## src/rtl/int_controller.sv

```systemverilog
// Multi-source interrupt controller: synchronises and latches requests, masks and
// arbitrates them by fixed priority with nesting, and keeps a return-address stack.
module int_controller #(
    parameter int                  DATA_W    = 16,
    parameter int                  NUM_SRC   = 8,
    parameter int                  DEPTH     = 4,
    parameter logic [DATA_W-1:0]   VEC_BASE  = 16'h0010,
    parameter int                  VEC_SHIFT = 2,
    parameter logic [NUM_SRC-1:0]  EDGE_MASK = '1
) (
    input  logic                        clk,
    input  logic                        rst_n,
    input  logic [NUM_SRC-1:0]          src,
    input  logic                        mask_wr,
    input  logic [NUM_SRC-1:0]          mask_din,
    input  logic                        gie_set,
    input  logic                        gie_clr,
    output logic                        int_req,
    input  logic                        int_ack,
    output logic [DATA_W-1:0]           int_vec,
    output logic [$clog2(NUM_SRC)-1:0]  int_id,
    input  logic [DATA_W-1:0]           retaddr_in,
    input  logic                        int_done,
    output logic [DATA_W-1:0]           retaddr_out,
    output logic                        ret_valid,
    output logic                        stack_err,
    output logic [NUM_SRC-1:0]          pending
);

    localparam int ID_W = $clog2(NUM_SRC);
    localparam int SP_W = $clog2(DEPTH + 1);
    localparam int AW   = (DEPTH > 1) ? $clog2(DEPTH) : 1;

    typedef enum logic [0:0] {IDLE = 1'b0, REQ = 1'b1} state_t;

    state_t              state_reg, state_next;
    logic [NUM_SRC-1:0]  s1_reg, s2_reg, s3_reg;
    logic [NUM_SRC-1:0]  pending_reg, pending_next;
    logic [NUM_SRC-1:0]  mask_reg;
    logic [NUM_SRC-1:0]  in_service_reg, in_service_next;
    logic [NUM_SRC-1:0]  eligible, ack_clr;
    logic                gie_reg, gie_next;
    logic [ID_W-1:0]     id_reg, cand;
    logic                has_cand, load_req;
    logic [DATA_W-1:0]   vec_reg;
    logic [SP_W-1:0]     sp_reg, sp_next, pop_ptr, push_ptr;
    logic [DATA_W-1:0]   stack_mem [DEPTH];
    logic [DATA_W-1:0]   retaddr_reg;
    logic                ret_valid_reg, stack_err_reg;
    logic                ack_ok, pop_ok;

    assign int_req     = (state_reg == REQ);
    assign int_vec     = vec_reg;
    assign int_id      = id_reg;
    assign retaddr_out = retaddr_reg;
    assign ret_valid   = ret_valid_reg;
    assign stack_err   = stack_err_reg;
    assign pending     = pending_reg;

    assign ack_ok   = (state_reg == REQ) && int_ack;
    assign pop_ok   = int_done && (sp_reg != '0);
    assign pop_ptr  = sp_reg - SP_W'(1);
    // A simultaneous pop and push share the popped slot, leaving sp unchanged.
    assign push_ptr = pop_ok ? pop_ptr : sp_reg;
    assign sp_next  = ack_ok ? push_ptr + SP_W'(1) : push_ptr;
    assign ack_clr  = ack_ok ? (NUM_SRC'(1) << id_reg) : '0;

    // Only sources strictly above every in-service level may interrupt.
    for (genvar gi = 0; gi < NUM_SRC; gi++) begin : g_src
        assign eligible[gi] = pending_reg[gi] & mask_reg[gi] & ~(|in_service_reg[gi:0]);
        assign pending_next[gi] = EDGE_MASK[gi]
            ? ((pending_reg[gi] & ~ack_clr[gi]) | (s2_reg[gi] & ~s3_reg[gi]))
            : s2_reg[gi];
    end

    always_comb begin
        has_cand = 1'b0;
        cand     = '0;
        for (int i = NUM_SRC - 1; i >= 0; i--) begin
            if (eligible[i]) begin
                has_cand = 1'b1;
                cand     = ID_W'(i);
            end
        end
    end

    always_comb begin
        state_next = state_reg;
        load_req   = 1'b0;
        case (state_reg)
            IDLE: begin
                if (gie_reg && has_cand && (sp_reg < SP_W'(DEPTH))) begin
                    state_next = REQ;
                    load_req   = 1'b1;
                end
            end
            REQ: begin
                if (int_ack) state_next = IDLE;
            end
            default: state_next = IDLE;
        endcase
    end

    // Pop is applied before push; clear wins over set for the global enable.
    always_comb begin
        gie_next = gie_reg;
        if (gie_set) gie_next = 1'b1;
        if (gie_clr) gie_next = 1'b0;
        if (pop_ok)  gie_next = 1'b1;
        if (ack_ok)  gie_next = 1'b0;
        in_service_next = pop_ok ? (in_service_reg & (in_service_reg - NUM_SRC'(1)))
                                 : in_service_reg;
        if (ack_ok) in_service_next[id_reg] = 1'b1;
    end

    always_ff @(posedge clk or negedge rst_n) begin
        if (!rst_n) begin
            state_reg <= IDLE;
        end else begin
            state_reg <= state_next;
        end
    end

    always_ff @(posedge clk or negedge rst_n) begin
        if (!rst_n) begin
            s1_reg         <= '0;
            s2_reg         <= '0;
            s3_reg         <= '0;
            pending_reg    <= '0;
            mask_reg       <= '0;
            in_service_reg <= '0;
            gie_reg        <= 1'b0;
            sp_reg         <= '0;
            id_reg         <= '0;
            vec_reg        <= '0;
            retaddr_reg    <= '0;
            ret_valid_reg  <= 1'b0;
            stack_err_reg  <= 1'b0;
            for (int i = 0; i < DEPTH; i++) stack_mem[i] <= '0;
        end else begin
            s1_reg         <= src;
            s2_reg         <= s1_reg;
            s3_reg         <= s2_reg;
            pending_reg    <= pending_next;
            in_service_reg <= in_service_next;
            gie_reg        <= gie_next;
            sp_reg         <= sp_next;
            ret_valid_reg  <= pop_ok;
            if (mask_wr) mask_reg <= mask_din;
            if (load_req) begin
                id_reg  <= cand;
                vec_reg <= VEC_BASE + (DATA_W'(cand) << VEC_SHIFT);
            end
            if (pop_ok) retaddr_reg <= stack_mem[pop_ptr[AW-1:0]];
            if (int_done && (sp_reg == '0)) stack_err_reg <= 1'b1;
            if (ack_ok) stack_mem[push_ptr[AW-1:0]] <= retaddr_in;
        end
    end

endmodule

```

## config.mk

```make
export PLATFORM = sky130hd
export DESIGN_NAME = int_controller
export DESIGN_NICKNAME = d
export VERILOG_FILES = /design/src/rtl/int_controller.sv
export SDC_FILE = /design/constraint.sdc
export NUM_CORES = 1
export LEC_CHECK = 0
export ABC_AREA = 1
export BUFFER_PORTS_ARGS = -buffer_cell sky130_fd_sc_hd__buf_2
export CAP_MARGIN = 10
export CORE_MARGIN = 2
export CORE_UTILIZATION = 60
export DETAILED_ROUTE_END_ITERATION = 10
export GPL_TIMING_DRIVEN = 0
export MAX_ROUTING_LAYER = met4
export PLACE_DENSITY = 0.88
export SLEW_MARGIN = 15
export SYNTH_ARGS = -nofsm -noshare
export SYNTH_HDL_FRONTEND = slang
export SYNTH_SLANG_ARGS = --single-unit
```

## constraint.sdc

```tcl
create_clock -name clk -period 3.65 [get_ports clk]
set_clock_uncertainty 0.15 [all_clocks]
set_input_delay 1.095 -clock clk [delete_from_list [all_inputs] [get_ports clk]]
set_output_delay 1.095 -clock clk [all_outputs]
set_load 0.01 [all_outputs]
```

==> results of run 1 <==
-- area by class of cell --
class / instances / area (sq um) / area share
sequential: 139 / 3480 / 0.501
multi-input combinational: 394 / 1920 / 0.276
clock buffer: 18 / 418 / 0.0602
timing repair buffer: 73 / 394 / 0.0568
buffer: 41 / 226 / 0.0326
inverter: 50 / 188 / 0.0270
tap: 129 / 161 / 0.0233
clock inverter: 14 / 159 / 0.0229
-- synth_stat cells --
master    count  share of area
dfrtp_1     139           0.60
nand2_1     104          0.068
nor2_1       94          0.061
o21ai_1      85          0.074
inv_1        43          0.028
o21ai_0      37          0.032
a31oi_1      16          0.017
buf_4        15          0.020
buf_2        11         0.0096
clkbuf_1      9         0.0059
inv_2         7         0.0046
buf_1         6         0.0039
ha_1          6          0.013
mux2_2        5         0.0098
nand3_1       5         0.0043
nand2_2       3         0.0033
nand3b_1      3         0.0039
nor2_4        3         0.0059
nand2_4       2         0.0039
nand4_1       2         0.0022
o21bai_1      2         0.0026
o22ai_1       2         0.0022
xor2_1        2         0.0030
a21boi_1      1         0.0013
a21oi_1       1        0.00087
a21oi_2       1         0.0015
a31o_2        1         0.0015
conb_1        1        0.00065
nand3_2       1         0.0017
o211ai_1      1         0.0013
o21ai_4       1         0.0028
o31ai_1       1         0.0013
o41ai_1       1         0.0015
xnor2_1       1         0.0015
xor2_2        1         0.0028
-- final timing paths --
check | start | endpoint | slack (ps)
max | sp_reg[0] | stack_mem[60] | 130
min | s1_reg[2] | s2_reg[2] | 200
max reg2reg | sp_reg[0] | stack_mem[60] | 130
min reg2reg | s1_reg[2] | s2_reg[2] | 200
max in group asynchronous | rst_n | stack_mem[44] | 2220
min in group asynchronous | rst_n | s3_reg[5] | 380
-- cell families after synthesis --
logic type,count (synthesis)
flip-flops,139
adder cells (fa/ha/maj),6
multiplexers,5
AO/OA/AOI/OAI,150
XOR/XNOR,4
buffers and inverters,91
other,1
AND/OR/NAND/NOR,217
-- metal layers --
layer,vias up,GRT usage
li1,2174,-
met1,2312,0.384
met2,301,0.485
met3,68,0.0848
met4,0,0.154
met5,-,-
-- per-stage QoR --
stage	hold WS, ps	setup WS (ps)	util
floorplan	181	1150	-
global placement	183	-385	0.682
detailed placement	188	264	0.685
CTS	203	187	0.747
global route	204	23.8	0.748
finish	196	134	0.748
-- power by group through the flow --
stage	Clock, mW	Sequential (mW)	Combinational [mW]
global route	1.77	2.45	2.70
CTS	1.70	2.39	2.39
global placement	0	2.37	2.20
floorplan	0	2.40	1.57
detailed placement	0	2.40	2.32
finish	1.68	2.40	2.44
-- worst reg2reg max path, stage by stage (launching register included) --
cell      delay (ps)
dfrtp_1          360
buf_2            170
inv_2            150
clkbuf_1         540
ha_1             280
nand2_1           80
nand2_2          200
xor2_2           250
inv_1            110
ha_1             210
nand2_1          180
buf_1            480
nand2_1          140
o21ai_1          140
==> metrics.txt, run 1 <==
status=completed; Max-cap violations=0; cells after synthesis=613; CP delay by family, top=buffers and inverters; Via density=5.66; Clock Latency Late Sink=540 ps; Min Clock Period, post-route=~3500 ps; routed length on met3=1.38 mm; Slew headroom=0.498; I/O pins=85; # rows=35; clock root cell=clkbuf_8; Critical Path Sink Type=register; placed insts=826; multiplexer share of the synthesized area=0.00977; clock sink count=139; die footprint=0.0104 sq mm; CTS Buf Count=17; Req. time, crit path=3960 ps; antenna-violating nets left=0; Compound-Gate Fraction of Synth Area=0.140; slowest stage delay, CP=around 540 ps; CTS Hold Buffers Added=0; Synth Area in Adders=0.0130; Static Leak=3.46 nW; mean routed wirelength per cell=17.1 microns; Tot Pwr=6.52 mW; met2 routed WL=7.18 mm; initial antenna violation count=0; final hold vios=0; worst path buffer plus inverter count=5; gr usage total=0.313; HP Class=register to register; quantity of gates resized following cts=0; starting density of the core=0.621; synthesis-stage register bit count=139; Hold Path Depth=0; switching pwr=approximately 2.6 mW; Post-CTS Setup Bufs=0; R2R depth=13; fmax=284 MHz; Biggest register=stack_mem; DIE WIDTH=between 100 and 150 microns; Design Area, Final=approximately 0.0069 sq mm; antenna diode count=0; most common cell after layout, fill and taps aside=dfrtp_1; Arr. time, crit path=3820 ps; Worst path slowest cell=clkbuf_1; peak supply drop=451 uV; synth unique cells=35; number of global-route vias before repair=~4800; post-route insts no fill=858; simple-gate share of the synthesized area=0.154; ratio of cells with drive above 1 in the final layout=0.215; sequential area share after synthesis=0.603; DRT iter0 DRCs=460; die height=102 microns; max reg flops=64; Post-DP Area=approximately 0.0064 sq mm; Worst Tran Pin Value=between 700 and 800 ps; Max Transition Viols Final=0; RSZ-0062 raised after global routing=no; drt first pass iters=5; combinational share of power=0.374; clock buffer depth=2; area of the core=0.00928 sq mm; max layer used=met4; final wirelength=14.7 mm; clk slew on worst S/H paths=roughly 60 ps; GR Overflow Total=0; routed vias=4855; syn_area_per_cell=9.40 sq um; crit path kind=register to register; pin count of the biggest net entering global routing=76; H-tree levels=4; Area growth, synth to finish=20.4%; PortBufs=between 70 and 80; crit start category=register; RD Place Congestion=0.884; global-route wire length before repair=between 20 and 25 mm; hpwl dp=9.12 mm; largest fanout on the critical path=11; Crit path depth=13; fin nets=approximately 760; drt drc=0; share of total power in sequential cells=0.368; Post-Synth XOR/XNOR Area=0.00738; final setup vio count=0; most frequent cells in the layout=dfrtp_1 (139), nand2_1 (104), nor2_1 (94); warnings from Yosys=0; largest family of logic cells by synthesized area=simple AND/OR/NAND/NOR gates; met1 wire length=5.51 mm; setup TNS=0 ps; Internal Power=3.92 mW; TritonCTS clock tree=built; pwr/cell area=940 mW/mm^2; fillcell total=between 600 and 700; Critical Path Most Common Cell=nand2_1; Cell Area, Synth=0.00576 sq mm; clock power share=0.258; Switching Fraction=0.399; period utilization=0.963; Cell Chain, Critical Path=buf_2 -> inv_2 -> clkbuf_1 -> ha_1 -> nand2_1 -> nand2_2 -> xor2_2 -> inv_1 -> ha_1 -> nand2_1 -> buf_1 -> nand2_1 -> o21ai_1
No activity file was read; power rests on OpenSTA's default activity.
==> inputs of run 2 (changes only) <==
--- a/config.mk
+++ b/config.mk
@@ -8,12 +8,12 @@
 export ABC_AREA = 1
 export BUFFER_PORTS_ARGS = -buffer_cell sky130_fd_sc_hd__buf_2
 export CAP_MARGIN = 10
-export CORE_MARGIN = 2
-export CORE_UTILIZATION = 60
+export CORE_MARGIN = 5
+export CORE_UTILIZATION = 61
 export DETAILED_ROUTE_END_ITERATION = 10
 export GPL_TIMING_DRIVEN = 0
 export MAX_ROUTING_LAYER = met4
-export PLACE_DENSITY = 0.88
+export PLACE_DENSITY = 0.89
 export SLEW_MARGIN = 15
 export SYNTH_ARGS = -nofsm -noshare
 export SYNTH_HDL_FRONTEND = slang
==> run 2 against run 1 <==
Against the previous run: via count grew 2.0%; global-route usage down 2.7 points; die area grew 10%; utilization up 0.61 points; combinational power increased by 2%; maximum frequency is 7.0% higher; non-clock buffer count unchanged; worst hold slack barely moved; cell area rose by 0.34%; critical endpoint is now stack_mem[61]; largest cell class unchanged.
==> metrics.txt, run 2 (synthesis results as in run 1) <==
die footprint=0.0115 sq mm (+10%); Slew headroom=0.573 (+0.0746); number of global-route vias before repair=5161 (+7.3%); CTS Hold Buffers Added=0 (unchanged); Final Util=0.754 (+0.00612); crit path from=sp_reg[0]; initial antenna violation count=0 (unchanged); global-route wire length before repair=24.5 mm (+4.8%); Max Transition Viols Final=0 (unchanged); final hold vios=0 (unchanged); pin count of the biggest net entering global routing=73 (-3.9%); clock buffer depth=2 (unchanged); fillcell total=583 (-7.5%); Max-cap violations=0 (unchanged); antenna-violating nets left=0 (unchanged); routed vias=4951 (+2.0%); final hold slack=197 ps (+0.436 ps); PortBufs=72 (unchanged); H-tree levels=4 (unchanged); DIE WIDTH=107 microns (+5.1%); status=completed; period utilization=0.900 (-0.0634); HP Class=register to register; most frequent cells in the layout=dfrtp_1 (139), nand2_1 (104), nor2_1 (94); GR Overflow Total=0 (unchanged); CTS Buf Count=17 (unchanged); clk slew on worst S/H paths=60 ps (about the same); final wirelength=15.3 mm (+4.5%); pwr/cell area=955 mW/mm^2 (+1.6%); Biggest register=stack_mem; clock root cell=clkbuf_8; gr usage total=0.287 (-0.0267); area of the core=0.00924 sq mm (-0.47%); hold_sp=s1_reg[3]; Min Clock Period, post-route=3290 ps (-231 ps); Static Leak=3.47 nW (+0.41%); final setup vio count=0 (unchanged); starting density of the core=0.624 (+0.00294); ratio of cells with drive above 1 in the final layout=0.214 (-0.00137); mean routed wirelength per cell=17.9 microns (+4.5%); Worst Tran Pin Value=641 ps (-112 ps); antenna diode count=0 (unchanged); DRT iter0 DRCs=495 (+7.6%); fmax=304 MHz (+7.0%); Tot Pwr=6.65 mW (+1.9%); Clock Latency Late Sink=530 ps (about the same); die height=107 microns (+5.1%); most common cell after layout, fill and taps aside=dfrtp_1; Arr. time, crit path=3530 ps (-290 ps); reg2reg start=sp_reg[0]; clock sink count=139 (unchanged); Via density=5.77 (+2.0%); R2R Setup Slk=360 ps (+230 ps); peak supply drop=560 uV (+24%); max reg flops=64 (unchanged); drt drc=0 (unchanged); hpwl dp=9.47 mm (+3.7%); Critical Path Sink Type=register; # rows=35 (unchanged); Area growth, synth to finish=20.8%; Req. time, crit path=3890 ps (-70 ps); crit start category=register; crit path kind=register to register; I/O pins=85 (unchanged); TritonCTS clock tree=built; largest fanout on the critical path=11 (unchanged); RSZ-0062 raised after global routing=no; drt first pass iters=6 (+1); setup TNS=0 ps (unchanged); RD Place Congestion=0.892 (+0.96%); fin nets=761 (unchanged)
run 2: repair_timing:
action	4_1_cts	5_1_grt
resized for setup	0	2
setup buffers	0	0
endpoints found under the setup margin	0	28
run 2: critical path, stage by stage, from the launching register on:
cell	delay (ps)
dfrtp_1	360
buf_2	150
inv_2	160
clkbuf_2	330
ha_1	240
nand2_1	80
nand2_2	210
xor2_2	280
inv_1	110
ha_1	210
nand2_1	190
buf_1	530
o21ai_1	140
run 2: metrics by stage:
step | instances | area [sq um] | setup slack, ps
after floorplan | 624 | 5810 | 1150
after global placement | 825 | 6330 | -378
after detailed placement | 826 | 6360 | 283
after CTS | 858 | 6960 | 185
after global routing | 858 | 6960 | 159
final | 858 | 6960 | 365
run 2: final timing paths:
kind,to,cells after the start
setup reg to reg,stack_mem[61],12
min in group asynchronous,s3_reg[6],1
setup / recovery,stack_mem[61],12
hold / removal,s2_reg[3],0
max in group asynchronous,stack_mem[24],2
hold reg to reg,s2_reg[3],0
run 2: power by group:
group / internal [mW] / switching [mW] / total [mW]
registers: 2.08 / 0.337 / 2.41
logic: 0.858 / 1.64 / 2.49
clock network: 1.09 / 0.648 / 1.74
total: 4.03 / 2.62 / 6.65
run 2: final cells by class:
cell class | count | area [sq um] | share of cell area
clock buffers | 21 | 459 | 0.0659
inverters | 50 | 188 | 0.0269
multi-input cells | 394 | 1920 | 0.275
clock inverters | 11 | 143 | 0.0205
plain buffers | 41 | 225 | 0.0323
flip-flops and latches | 139 | 3480 | 0.499
repair buffers | 73 | 394 | 0.0566
well taps | 129 | 161 | 0.0232
run 2: metal layers:
layer | GRT usage | vias up | routed length [microns]
li1 | - | 2166 | -
met1 | 0.318 | 2389 | 5670
met2 | 0.479 | 328 | 7830
met3 | 0.0722 | 68 | 1290
met4 | 0.149 | 0 | 523
met5 | - | - | 0
